<file path="src/rtl/seg7_pkg.sv">
// Shared constants for the seven-segment scan capture block: glyph table,
// capture FSM states and digit count.
package seg7_pkg;

  localparam int NUM_DIGITS = 8;

  typedef enum logic [1:0] {IDLE, SETTLE, CAPTURE, HOLD} state_t;

  // Active-high segment patterns (bit6=A .. bit0=G); entry k is the glyph for hex value k.
  localparam logic [15:0][6:0] GLYPH_TABLE = {
    7'b1000111, 7'b1001111, 7'b0111101, 7'b1001110,
    7'b0011111, 7'b1110111, 7'b1111011, 7'b1111111,
    7'b1110000, 7'b1011111, 7'b1011011, 7'b0110011,
    7'b1111001, 7'b1101101, 7'b0110000, 7'b1111110
  };

endpackage

</file>
<file path="src/rtl/seg7_glyph_decode.sv">
// Combinational reverse lookup: active-high segment pattern to hex value,
// with a flag telling whether the pattern is one of the 16 hex glyphs.
module seg7_glyph_decode
  import seg7_pkg::*;
(
  input  logic [6:0] seg,
  output logic       legal,
  output logic [3:0] value
);

  always_comb begin
    legal = 1'b0;
    value = 4'd0;
    for (int k = 0; k < 16; k++) begin
      if (seg == GLYPH_TABLE[k]) begin
        legal = 1'b1;
        value = 4'(k);
      end
    end
  end

endmodule

</file>
<file path="src/rtl/seg7_scan_capture.sv">
// Rebuilds the eight hex digits shown on a multiplexed seven-segment display
// from its anode/segment pins, tracks scan direction and flags bad frames.
module seg7_scan_capture
  import seg7_pkg::*;
#(
  parameter int STABLE_CYCLES = 4
) (
  input  logic       clk,
  input  logic       reset,
  input  logic       an0,
  input  logic       an1,
  input  logic       an2,
  input  logic       an3,
  input  logic       an4,
  input  logic       an5,
  input  logic       an6,
  input  logic       an7,
  input  logic       segA,
  input  logic       segB,
  input  logic       segC,
  input  logic       segD,
  input  logic       segE,
  input  logic       segF,
  input  logic       segG,
  input  logic [2:0] rd_sel,
  output logic [3:0] rd_num,
  output logic       rd_valid,
  output logic       frame_done,
  output logic       scan_dir,
  output logic       glyph_err,
  output logic       multi_an_err
);

  localparam logic [7:0] CNT_LAST = 8'(STABLE_CYCLES - 1);

  logic [14:0] pins;
  logic [14:0] sync_p0, sync_p1;
  logic [14:0] pat_q;
  state_t      state;
  logic [7:0]  cnt;
  logic [3:0]  digits [NUM_DIGITS];
  logic [7:0]  valid;
  logic [7:0]  frame_mask;
  logic [2:0]  prev_idx;

  logic        any_an_low;
  logic [7:0]  an_act;
  logic        one_hot;
  logic [2:0]  idx;
  logic        legal;
  logic [3:0]  value;

  // Pattern layout: [14:7] = an7..an0, [6:0] = segA..segG, all still active-low.
  assign pins = {an7, an6, an5, an4, an3, an2, an1, an0,
                 segA, segB, segC, segD, segE, segF, segG};

  assign any_an_low = ~&sync_p1[14:7];
  assign an_act     = ~pat_q[14:7];
  assign one_hot    = (an_act != 8'd0) && ((an_act & (an_act - 8'd1)) == 8'd0);
  assign frame_done = &frame_mask;

  always_comb begin
    idx = 3'd0;
    for (int k = 0; k < NUM_DIGITS; k++) begin
      if (an_act[k]) idx = 3'(k);
    end
  end

  seg7_glyph_decode u_decode (
    .seg   (~pat_q[6:0]),
    .legal (legal),
    .value (value)
  );

  // Stage p0/p1: two-flop synchronizer, idling at the blank (all-high) level.
  always_ff @(posedge clk or negedge reset) begin
    if (!reset) begin
      sync_p0 <= '1;
      sync_p1 <= '1;
    end else begin
      sync_p0 <= pins;
      sync_p1 <= sync_p0;
    end
  end

  // Capture FSM, digit register file and read port.
  always_ff @(posedge clk or negedge reset) begin
    if (!reset) begin
      state        <= IDLE;
      pat_q        <= '1;
      cnt          <= 8'd0;
      valid        <= 8'd0;
      frame_mask   <= 8'd0;
      prev_idx     <= 3'd0;
      scan_dir     <= 1'b1;
      glyph_err    <= 1'b0;
      multi_an_err <= 1'b0;
      rd_num       <= 4'd0;
      rd_valid     <= 1'b0;
      for (int k = 0; k < NUM_DIGITS; k++) digits[k] <= 4'd0;
    end else begin
      glyph_err    <= 1'b0;
      multi_an_err <= 1'b0;
      rd_num       <= digits[rd_sel];
      rd_valid     <= valid[rd_sel];
      if (frame_done) frame_mask <= 8'd0;

      case (state)
        IDLE: begin
          if (any_an_low) begin
            state <= SETTLE;
            pat_q <= sync_p1;
            cnt   <= 8'd1;
          end
        end
        SETTLE: begin
          if (!any_an_low) begin
            state <= IDLE;
          end else if (sync_p1 != pat_q) begin
            pat_q <= sync_p1;
            cnt   <= 8'd1;
          end else if (cnt >= CNT_LAST) begin
            // Errors are raised now so they are high exactly during CAPTURE.
            state        <= CAPTURE;
            glyph_err    <= one_hot && !legal;
            multi_an_err <= !one_hot;
          end else begin
            cnt <= cnt + 8'd1;
          end
        end
        CAPTURE: begin
          state <= HOLD;
          if (one_hot && legal) begin
            digits[idx]     <= value;
            valid[idx]      <= 1'b1;
            frame_mask[idx] <= 1'b1;
            prev_idx        <= idx;
            if (idx == prev_idx + 3'd1) scan_dir <= 1'b1;
            else if (idx == prev_idx - 3'd1) scan_dir <= 1'b0;
          end else if (one_hot) begin
            valid[idx] <= 1'b0;
          end
        end
        HOLD: begin
          if (!any_an_low) begin
            state <= IDLE;
          end else if (sync_p1 != pat_q) begin
            state <= SETTLE;
            pat_q <= sync_p1;
            cnt   <= 8'd1;
          end
        end
        default: state <= IDLE;
      endcase
    end
  end

endmodule

</file>
<file path="config.mk">
export PLATFORM = sky130hd
export DESIGN_NAME = seg7_scan_capture
export DESIGN_NICKNAME = d
export VERILOG_FILES = /design/src/rtl/seg7_pkg.sv /design/src/rtl/seg7_glyph_decode.sv /design/src/rtl/seg7_scan_capture.sv
export SDC_FILE = /design/constraint.sdc
export NUM_CORES = 1
export LEC_CHECK = 0
export CAP_MARGIN = 5
export CORE_MARGIN = 8
export CORE_UTILIZATION = 50
export DETAILED_ROUTE_END_ITERATION = 8
export PLACE_DENSITY = 0.72
export RECOVER_POWER = 25
export SETUP_SLACK_MARGIN = 0.3
export SLEW_MARGIN = 15
export SYNTH_ARGS = -nofsm -noshare
export SYNTH_HDL_FRONTEND = slang
export SYNTH_SLANG_ARGS = --single-unit
</file>
<file path="constraint.sdc">
create_clock -name clk -period 2.2 [get_ports clk]
set_input_delay 0.22 -clock clk [delete_from_list [all_inputs] [get_ports clk]]
set_output_delay 0.22 -clock clk [all_outputs]
set_load 0.005 [all_outputs]
</file>
* Word level (Yosys, flattened, before mapping)
Index checks and enable logic that the tools add are counted.
Word-level totals: output and inout port bits 9, flip-flop bits (word level) 114, bits of input ports 20, word-level logic and storage cells 177
Operators by class: muxes and demuxes 81, eq/ne operators 32, $add $sub $neg 4, bitwise gates (word level) 9, $lt $le $gt $ge 7, reduce and logical (&&, ||, !) cells 23
Operator list (number):
- 8-bit two-way mux | 11
- 7-bit == test (second input constant) | 12
- 15-bit two-way mux | 3
- 4-bit two-way mux | 11
- 32-bit bitwise mux | 1
- 1-bit two-way mux | 30
- 15-bit case mux with 2 select lines | 1
- 3-bit two-way mux | 8
- 8-bit case mux with 3 select lines | 1
- 7-bit by 6-bit == test with 1-bit output (second input constant) | 3
- 2-bit two-way mux | 10
- 8-bit AND | 2
- 8-bit NOT | 2
- 8-bit OR | 2
- 8-bit AND reduction | 2
- 15-bit inequality test | 1
- 4-bit binary-select mux with 3-bit select | 1
- 4-bit demux with 3-bit select | 1
- 3-bit inequality test (second input constant) | 4
- 2-bit inequality test (second input constant) | 5
- 8-bit by 1-bit adder with 8-bit output (second input constant) | 1
- 4-bit >= comparator (second input constant) | 2
- 8-bit by 2-bit >= comparator with 1-bit output (second input constant) | 1
- 8-bit logical NOT | 1
- other kinds (27) | 40

* Depth between registers and ports, before layout
Gate-level depths: netlist of the first run.
depth after elaboration 24, gate-level depth with buffers 9, gate-level depth less buffers 7

* Modules after synthesis
Synthesis of the first run repeated with hierarchy kept, for this count alone.
Second synthesis, totals: cells, all modules 409, area, all modules 5258.8 um^2
Modules (own cells, without submodules):
- seg7_scan_capture | cells an instance 354, area each 4873.4 um^2, seq. area each 2910.3 um^2, instances 1
- seg7_glyph_decode | cells an instance 55, area each 385.4 um^2, seq. area each 0.0 um^2, instances 1

* Least setup slack after synthesis of the first run
No wires, ideal clock.
path type register to register, start point register pat_q[1], end point register digits[14] (netlist bit), period minus slack after synthesis 2.392 ns, setup slack -0.192 ns, stages on the path, launching flop included 8, library setup time 0.125 ns, arrival 2.268 ns, path buffers 1, data required time 2.075 ns, cells stage by stage dfstp_2 > buf_2 > and3_1 > a21oi_1 > o311ai_2 > nor2_4 > nor3_4 > mux2_2
Between the ends: word-level cells in the longest chain between the ends 20, elaborated cells between the ends (all ways) 48, those cells by class eq/ne (16); mux (29); bitwise (1); reduce/logical (2)
Ends and longest elaborated chain:
- start: declaration | RTL line seg7_scan_capture.sv:38 | logic [14:0] pat_q;
- start signal: assignment | RTL line seg7_scan_capture.sv:112 | pat_q <= sync_p1;
- start signal: assignment | RTL line seg7_scan_capture.sv:120 | pat_q <= sync_p1;
- start signal: assignment | RTL line seg7_scan_capture.sv:149 | pat_q <= sync_p1;
- 7-bit NOT (*) | RTL line seg7_scan_capture.sv:70 | .seg (~pat_q[6:0]),
- 7-bit == test | RTL line seg7_glyph_decode.sv:15 | if (seg == GLYPH_TABLE[k]) begin
- 1-bit two-way mux (16 in a row) | RTL line seg7_glyph_decode.sv:15
- 1-bit logical AND | RTL line seg7_scan_capture.sv:133 | if (one_hot && legal) begin
- 2-bit AND reduction (no source line)
- end signal: indexed assignment | RTL line seg7_scan_capture.sv:134 | digits[idx] <= value;
- end: declaration | RTL line seg7_scan_capture.sv:41 | logic [3:0] digits [NUM_DIGITS];
Every way passes the cells marked *; elsewhere a longest branch is shown, timed or not. A chain may end at the register's enable or synchronous reset.

* Worst setup path in the final report of the first run
start point register pat_q[6], end point register digits[8] (netlist bit)
Same word-level chain as after synthesis.

==> results of run 1 <==
-- registers in the layout (all words and copies together), names as in the netlist, 3 cells and up, named ones only --
signal	flops
sync_p0	15
cnt	8
digits	32
rd_num	4
pat_q	15
prev_idx	3
sync_p1	15
frame_mask	8
-- critical path, stage by stage (launching register included) --
cell and delay, ns:
dfstp_2 0.54, and3b_1 0.18, a32o_2 0.24, or4_4 0.54, nor2_4 0.24, or2_4 0.19, buf_12 0.11, mux2i_1 0.17
-- placed cells by master (no fill, tap or decap), types with 3 or more instances in the layout --
cell / netlist / layout
nor2b_1: 8 / 4
o21ai_1: 1 / 3
nor4b_1: 5 / 4
nand2b_1: 9 / 8
clkinv_2: 0 / 5
mux4_2: 10 / 10
buf_4: 4 / 65
ha_1: 3 / 3
nand2_1: 52 / 51
dlygate4sd3_1: 0 / 16
a21oi_1: 8 / 5
mux2_2: 25 / 20
nor3_1: 6 / 5
clkbuf_8: 0 / 4
nand4_1: 9 / 9
dfstp_2: 46 / 46
mux2i_1: 7 / 7
nor2_1: 8 / 7
clkdlybuf4s50_1: 0 / 11
nand4b_1: 3 / 3
clkbuf_16: 0 / 18
nor4_1: 4 / 3
nand3b_1: 4 / 4
nand3_2: 0 / 4
o21ai_0: 28 / 25
nor2b_4: 0 / 4
buf_12: 0 / 4
dfrtp_1: 68 / 68
a21o_1: 5 / 5
xnor2_2: 0 / 6
buf_6: 1 / 15
mux2_4: 0 / 5
inv_1: 17 / 16
xnor2_1: 17 / 11
-- metrics by stage --
step | hold WS [ns] | utilization [%]
floorplan | -0.0756 | -
global placement | 0.274 | 59.4
detailed placement | 0.279 | 59.4
CTS | 0.0765 | 67.3
global route | 0.213 | 69.5
finish | 0.235 | 69.5
-- path summary, 6_finish.rpt --
check                                                  end  cells after the start            startpoint
worst max-delay path                 digits[8]$_DFFE_PN0P_                      7  pat_q[6]$_DFFE_PN1P_
worst min-delay path                 sync_p0[14]$_DFF_PN1_                      1                   an7
worst max register to register       digits[8]$_DFFE_PN0P_                      7  pat_q[6]$_DFFE_PN1P_
worst min register to register        sync_p1[2]$_DFF_PN1_                      0  sync_p0[2]$_DFF_PN1_
max in group asynchronous           digits[28]$_DFFE_PN0P_                      3                 reset
min in group asynchronous       asynchronous set/reset pin                      2                 reset
-- cells by family (layout without fill, tap and decap cells) --
group	Yosys count	count (layout)	synth area share, %
AND/OR/NAND/NOR	135	135	14.8
flip-flops	114	114	57.0
AO/OA/AOI/OAI	69	69	9.36
buffers and inverters	39	163	3.53
XOR/XNOR	19	19	3.26
multiplexers	42	42	11.3
adder cells (fa/ha/maj)	3	3	0.735
-- timing repair --
item | 4_1_cts | 5_1_grt
hold buffers | 1 | 0
gates resized for setup | 33 | 37
hold endpoints to repair | 32 | 0
pin swaps | 14 | 14
cloned | 2 | 1
endpoints found under the setup margin | 78 | 79
buffers inserted | 9 | 6
-- cell type report --
cell class | instances | area (sq um) | area share (%)
clock buffer | 23 | 488 | 6.93
clock inverter | 9 | 52.6 | 0.746
inverter | 17 | 63.8 | 0.906
multi-input combinational | 268 | 2310 | 32.8
sequential | 114 | 2910 | 41.3
tap | 136 | 170 | 2.42
timing repair buffer | 114 | 1050 | 14.8
-- layer usage --
metal	vias up	wire length, microns
li1	1727	-
met5	-	0
met3	25	412
met4	0	276
met1	1832	4990
met2	79	6040
-- power by group through the flow --
stage	clock, mW	combinational (mW)	sequential [mW]
CTS	2.49	0.329	2.22
floorplan	0	0.164	2.23
global placement	0	0.301	2.24
detailed placement	0	0.309	2.25
finish	2.47	0.344	2.22
global route	2.61	0.371	2.23
==> flow_metrics.tcl, run 1 <==
set metrics [dict create \
    cp_data_required_time_ns 2.64 \
    layout-drive-gt1-share_pct 45.3 \
    clock_latency_ns 0.52 \
    grt_pass1_wl_microns 18700 \
    setup_viol 40 \
    synth.top_cell.area_share_pct 33.3 \
    yosysUniqueCellTypes 65 \
    power_frac_clock_pct 49.0 \
    hold_viol_final 0 \
    cts_made_buffers 17 \
    slew_violations 0 \
    p_switching_mw 1.15 \
    die_w_microns 117 \
    grt_max_degree 48 \
    sw_frac_of_total_pct 22.9 \
    via_per_inst 5.38 \
    end_kind "flop" \
    syn_area_per_cell_sq_um 12.1 \
    p_leak_nw 3.15 \
    drc 0 \
    place_area_sq_um 6020 \
    finalWorstSetupSlack_ns -0.0987 \
    drtIter0Drc 240 \
    final_cells 681 \
    synth_nets 444 \
    setup-tns-final_ns -1.64 \
    ant_nets 0 \
    stdcell_area_sq_um 7040 \
    areaGrowthSynthToFinish_pct 37.9 \
    critical_path_class "flop to flop" \
    met3_usage_pct 5.80 \
    maxCapViolations 0 \
    path_clk_slew_ns 0.06 \
    nFillCells 689 \
    hpwl_microns 7220 \
    drt-total-wl_microns 11700 \
    p_total_mw 5.03 \
    yosysMostFrequentCell "dfrtp_1" \
    async_reset_ff_share_pct 100 \
    relSlewSlack_pct 19.1 \
    p_seq_share_pct 44.1 \
    dp_cells 630 \
    globalplace.congestion 0.795 \
    min_path_type "input port to flop" \
    ctsRootBufferMaster "clkbuf_8" \
    cts_tree "yes" \
    fp.dieH_microns 117 \
    grt_pass1_vias 3866 \
    track_usage_pct 18.1 \
    synthTopCellsByCount "dfrtp_1 (68), nand2_1 (52), dfstp_2 (46)" \
    netlist_instances 421 \
    cts_htree_levels 4 \
    finalCritPeriodShare_pct 104 \
    fin_nets 555 \
    antenna_found_initial 0 \
    synth.area.top_cells "dfrtp_1 (33%), dfstp_2 (24%), mux2_2 (5.5%)" \
    antennaDiodeCount 0 \
    cts.sinks 114 \
    rows 37 \
    ys_seq_elements 114 \
    status "finished with violations" \
    initial_utilization_pct 50.4 \
    max_freq_mhz 435 \
    cp_max_fo 6 \
    pre_cts_slack_ns -0.195 \
    rsz0062_at_grt "yes" \
    finalClockSkew_ns 0.00556 \
    first_pass_iters 4 \
    netlist_area_sq_um 5110 \
    synth_flop_cell "dfrtp_1" \
    grt.overflow.total 0 \
    power_density_nw_per_um2 715 \
    dieArea_sq_um 13700 \
    synth-seq-area-share_pct 57.0 \
    grt_busiest_layer "met2" \
    grtUsageMet1_pct 20.7 \
    port_buffers 28 \
    violations "setup timing" \
    clock_tree.buffer_depth 2 \
    min_period_ns 2.30 \
    core_sq_um 10100 \
    wl_per_cell_microns 17.2 \
    power_frac_comb_pct 6.8 \
    ir_worst_vdd_mv 0.742 \
    grt_use_met2_pct 30.5 \
    vias 3663 \
    num_io_pins 29 \
    yosys_warnings 0 \
    worst-endpoint-arrival_ns 2.74 \
    internal_power_mw 3.88 \
    r2r_slack_ns -0.1 \
    synth_edf_count 0 \
    yosys.area.top_type "dfrtp_1" \
    tightest_slew_ns 1.21 \
    crit_path_start_kind "flop" \
]
Note: power is estimated with default switching activity, not from simulation.
==> run 2: changes to the inputs <==
GPL_TIMING_DRIVEN = 0   (was default)
HOLD_SLACK_MARGIN = 0.15   (was default)
==> run 2 against run 1 <==
Effect of this change: the run still ends with setup timing left; power increased by 1.7%; largest power group unchanged; final cell count is 2.2% lower; register-to-register slack worse by 0.22 ns; clock skew grew 0.0056 ns; non-clock buffer count fell by 18; global-route usage down 0.34 points; setup slack got worse by 0.22 ns; die area unchanged; routed wire length decreased by 3.5%; sequential share of layout area increased by 0.68 points; maximum frequency down 8.6%; critical endpoint is now digits[9]$_DFFE_PN0P_.
==> flow_metrics.tcl, run 2 (synthesis results as in run 1) <==
set metrics [dict create \
    slew_violations 0 \
    min_path_type "flop to flop" \
    hpwl_microns 6870 \
    via_per_inst 5.45 \
    layout.cells.most_common "dfrtp_1" \
    cp_max_fo 10 \
    worst-endpoint-arrival_ns 2.95 \
    die_w_microns 117 \
    p_leak_nw 3.00 \
    clock_latency_ns 0.52 \
    r2r_cells 9 \
    min_period_ns 2.52 \
    finalCritPeriodShare_pct 114 \
    drc 0 \
    power_frac_clock_pct 49.6 \
    port_buffers 26 \
    areaGrowthSynthToFinish_pct 35.7 \
    core_sq_um 10100 \
    fp.dieH_microns 117 \
    layout_common_cells "dfrtp_1 (68), nand2_1 (51), dfstp_2 (46)" \
    track_usage_pct 17.7 \
    grt_max_degree 77 \
    clock_tree.buffer_depth 2 \
    hold_viol_final 0 \
    crit_path_start_kind "flop" \
    regArea_sq_um 2910 \
    grt.overflow.total 0 \
    ant_nets 0 \
    antennaDiodeCount 0 \
    violations "setup timing" \
    pre_cts_slack_ns -0.568 \
    max_freq_mhz 398 \
    crit_start "pat_q[2]$_DFFE_PN1P_" \
    relSlewSlack_pct 36.3 \
    worstHoldPathCells 0 \
    antenna_found_initial 0 \
    drtIter0Drc 310 \
    initial_utilization_pct 50.4 \
    vias 3630 \
    reg2reg_from "pat_q[2]$_DFFE_PN1P_" \
    path_clk_slew_ns 0.06 \
    status "finished with violations" \
    drt-total-wl_microns 11300 \
    finalClockSkew_ns 0.0112 \
    internal_power_mw 3.97 \
    multiInputGateArea_sq_um 2300 \
    cts_htree_levels 4 \
    cp_data_required_time_ns 2.64 \
    first_pass_iters 4 \
    grt_pass1_vias 3800 \
    largest-register "digits" \
    dieArea_sq_um 13700 \
    wl_per_cell_microns 17.0 \
    rsz0062_at_grt "yes" \
    ir_worst_vdd_mv 0.667 \
    power_density_nw_per_um2 739 \
    num_io_pins 29 \
    finalWorstSetupSlack_ns -0.316 \
    ctsRootBufferMaster "clkbuf_8" \
    p_total_mw 5.12 \
    sw_frac_of_total_pct 22.5 \
    rows 37 \
    nFillCells 683 \
    cts_tree "yes" \
    globalplace.congestion 0.866 \
    r2r_slack_ns -0.32 \
    setup_viol 51 \
    cts.sinks 114 \
    layout-drive-gt1-share_pct 38.9 \
    power_frac_comb_pct 7.3 \
    maxCapViolations 0 \
    p_switching_mw 1.15 \
    end_kind "flop" \
    cts_made_buffers 17 \
    grt_pass1_wl_microns 18300 \
    largest_register_ffs 32 \
    p_seq_share_pct 43.1 \
    hold_path_end "sync_p1[4]$_DFF_PN1_" \
    fin_nets 540 \
    min_from "sync_p0[4]$_DFF_PN1_" \
    critical_path_class "flop to flop" \
    regToRegEndpoint "digits[9]$_DFFE_PN0P_" \
    tightest_slew_ns 0.956 \
]
==> run 2: cell count changes in the layout (fill, tap and decap cells not counted), sizes merged, moves of 2 or more <==
cell / before / now
buf: 84 / 50
clkbuf: 25 / 28
clkdlybuf4s50: 11 / 24
o211ai: 3 / 5
==> run 2: worst max-delay path by stage <==
stage	end	cells after the start
after floorplan	digits[11]$_DFFE_PN0P_	8
after global placement	cnt[5]$_DFFE_PN0P_	1
after detailed placement	digits[31]$_DFFE_PN0P_	6
after CTS	digits[9]$_DFFE_PN0P_	9
after global routing	flop	7
final	digits[9]$_DFFE_PN0P_	9
==> run 2: through the flow <==
stage | cells | setup TNS (ns) | hold WS (ns) | instance area (sq um) | utilization, %
floorplan | 421 | -1.54 | -0.0756 | 5180 | -
global placement | 583 | -315.15 | 0.345 | 5610 | 55.4
detailed placement | 584 | -21.43 | 0.136 | 5640 | 55.6
CTS | 655 | -10.05 | 0.162 | 6740 | 66.5
global route | 666 | -14.21 | 0.357 | 6930 | 68.4
finish | 666 | -10.00 | 0.352 | 6930 | 68.4
==> run 2: repair_timing <==
action	4_1_cts	5_1_grt
gates cloned	4	1
gates resized for setup	58	40
setup buffers	19	10
endpoints found under the hold margin	113	0
setup endpoints to repair	80	80
pin swaps	23	24
hold buffers	16	0
==> run 2: final cells by class <==
class / instances / area share (%)
plain buffers: 22 / 3.27
clock buffers: 23 / 6.90
clock inverters: 9 / 1.12
inverters: 17 / 0.993
multi-input cells: 271 / 33.2
flip-flops and latches: 114 / 42.0
well taps: 136 / 2.46
repair buffers: 74 / 10.1
==> run 2: critical path, cell delays in order (launching register included) <==
cell and delay, ns:
dfstp_2 0.57, buf_8 0.15, nor2_1 0.06, a32o_2 0.28
or4_4 0.52, buf_6 0.15, nor2_4 0.23, or2_4 0.19
buf_6 0.11, mux2i_1 0.17
==> run 2: power by group through the flow <==
stage	Clock, mW	Combinational [mW]	Sequential, mW
detailed placement	0	0.277	2.24
global placement	0	0.264	2.23
floorplan	0	0.164	2.23
global route	2.69	0.403	2.21
CTS	2.58	0.349	2.21
finish	2.54	0.371	2.21
==> run 2: layer usage <==
layer | up-vias | part of all wire, % | GRT usage (%)
met5 | - | 0 | 0
met4 | 0 | 3.2 | 7.94
met3 | 26 | 4.0 | 6.05
met2 | 82 | 52 | 30.3
met1 | 1817 | 41 | 19.8
li1 | 1705 | - | -
==> run 3: changes to the inputs <==
CAP_MARGIN = 20   (was 5)
==> results of run 3 <==
The final DEF is identical to that of run 2; final timing and power are the same.
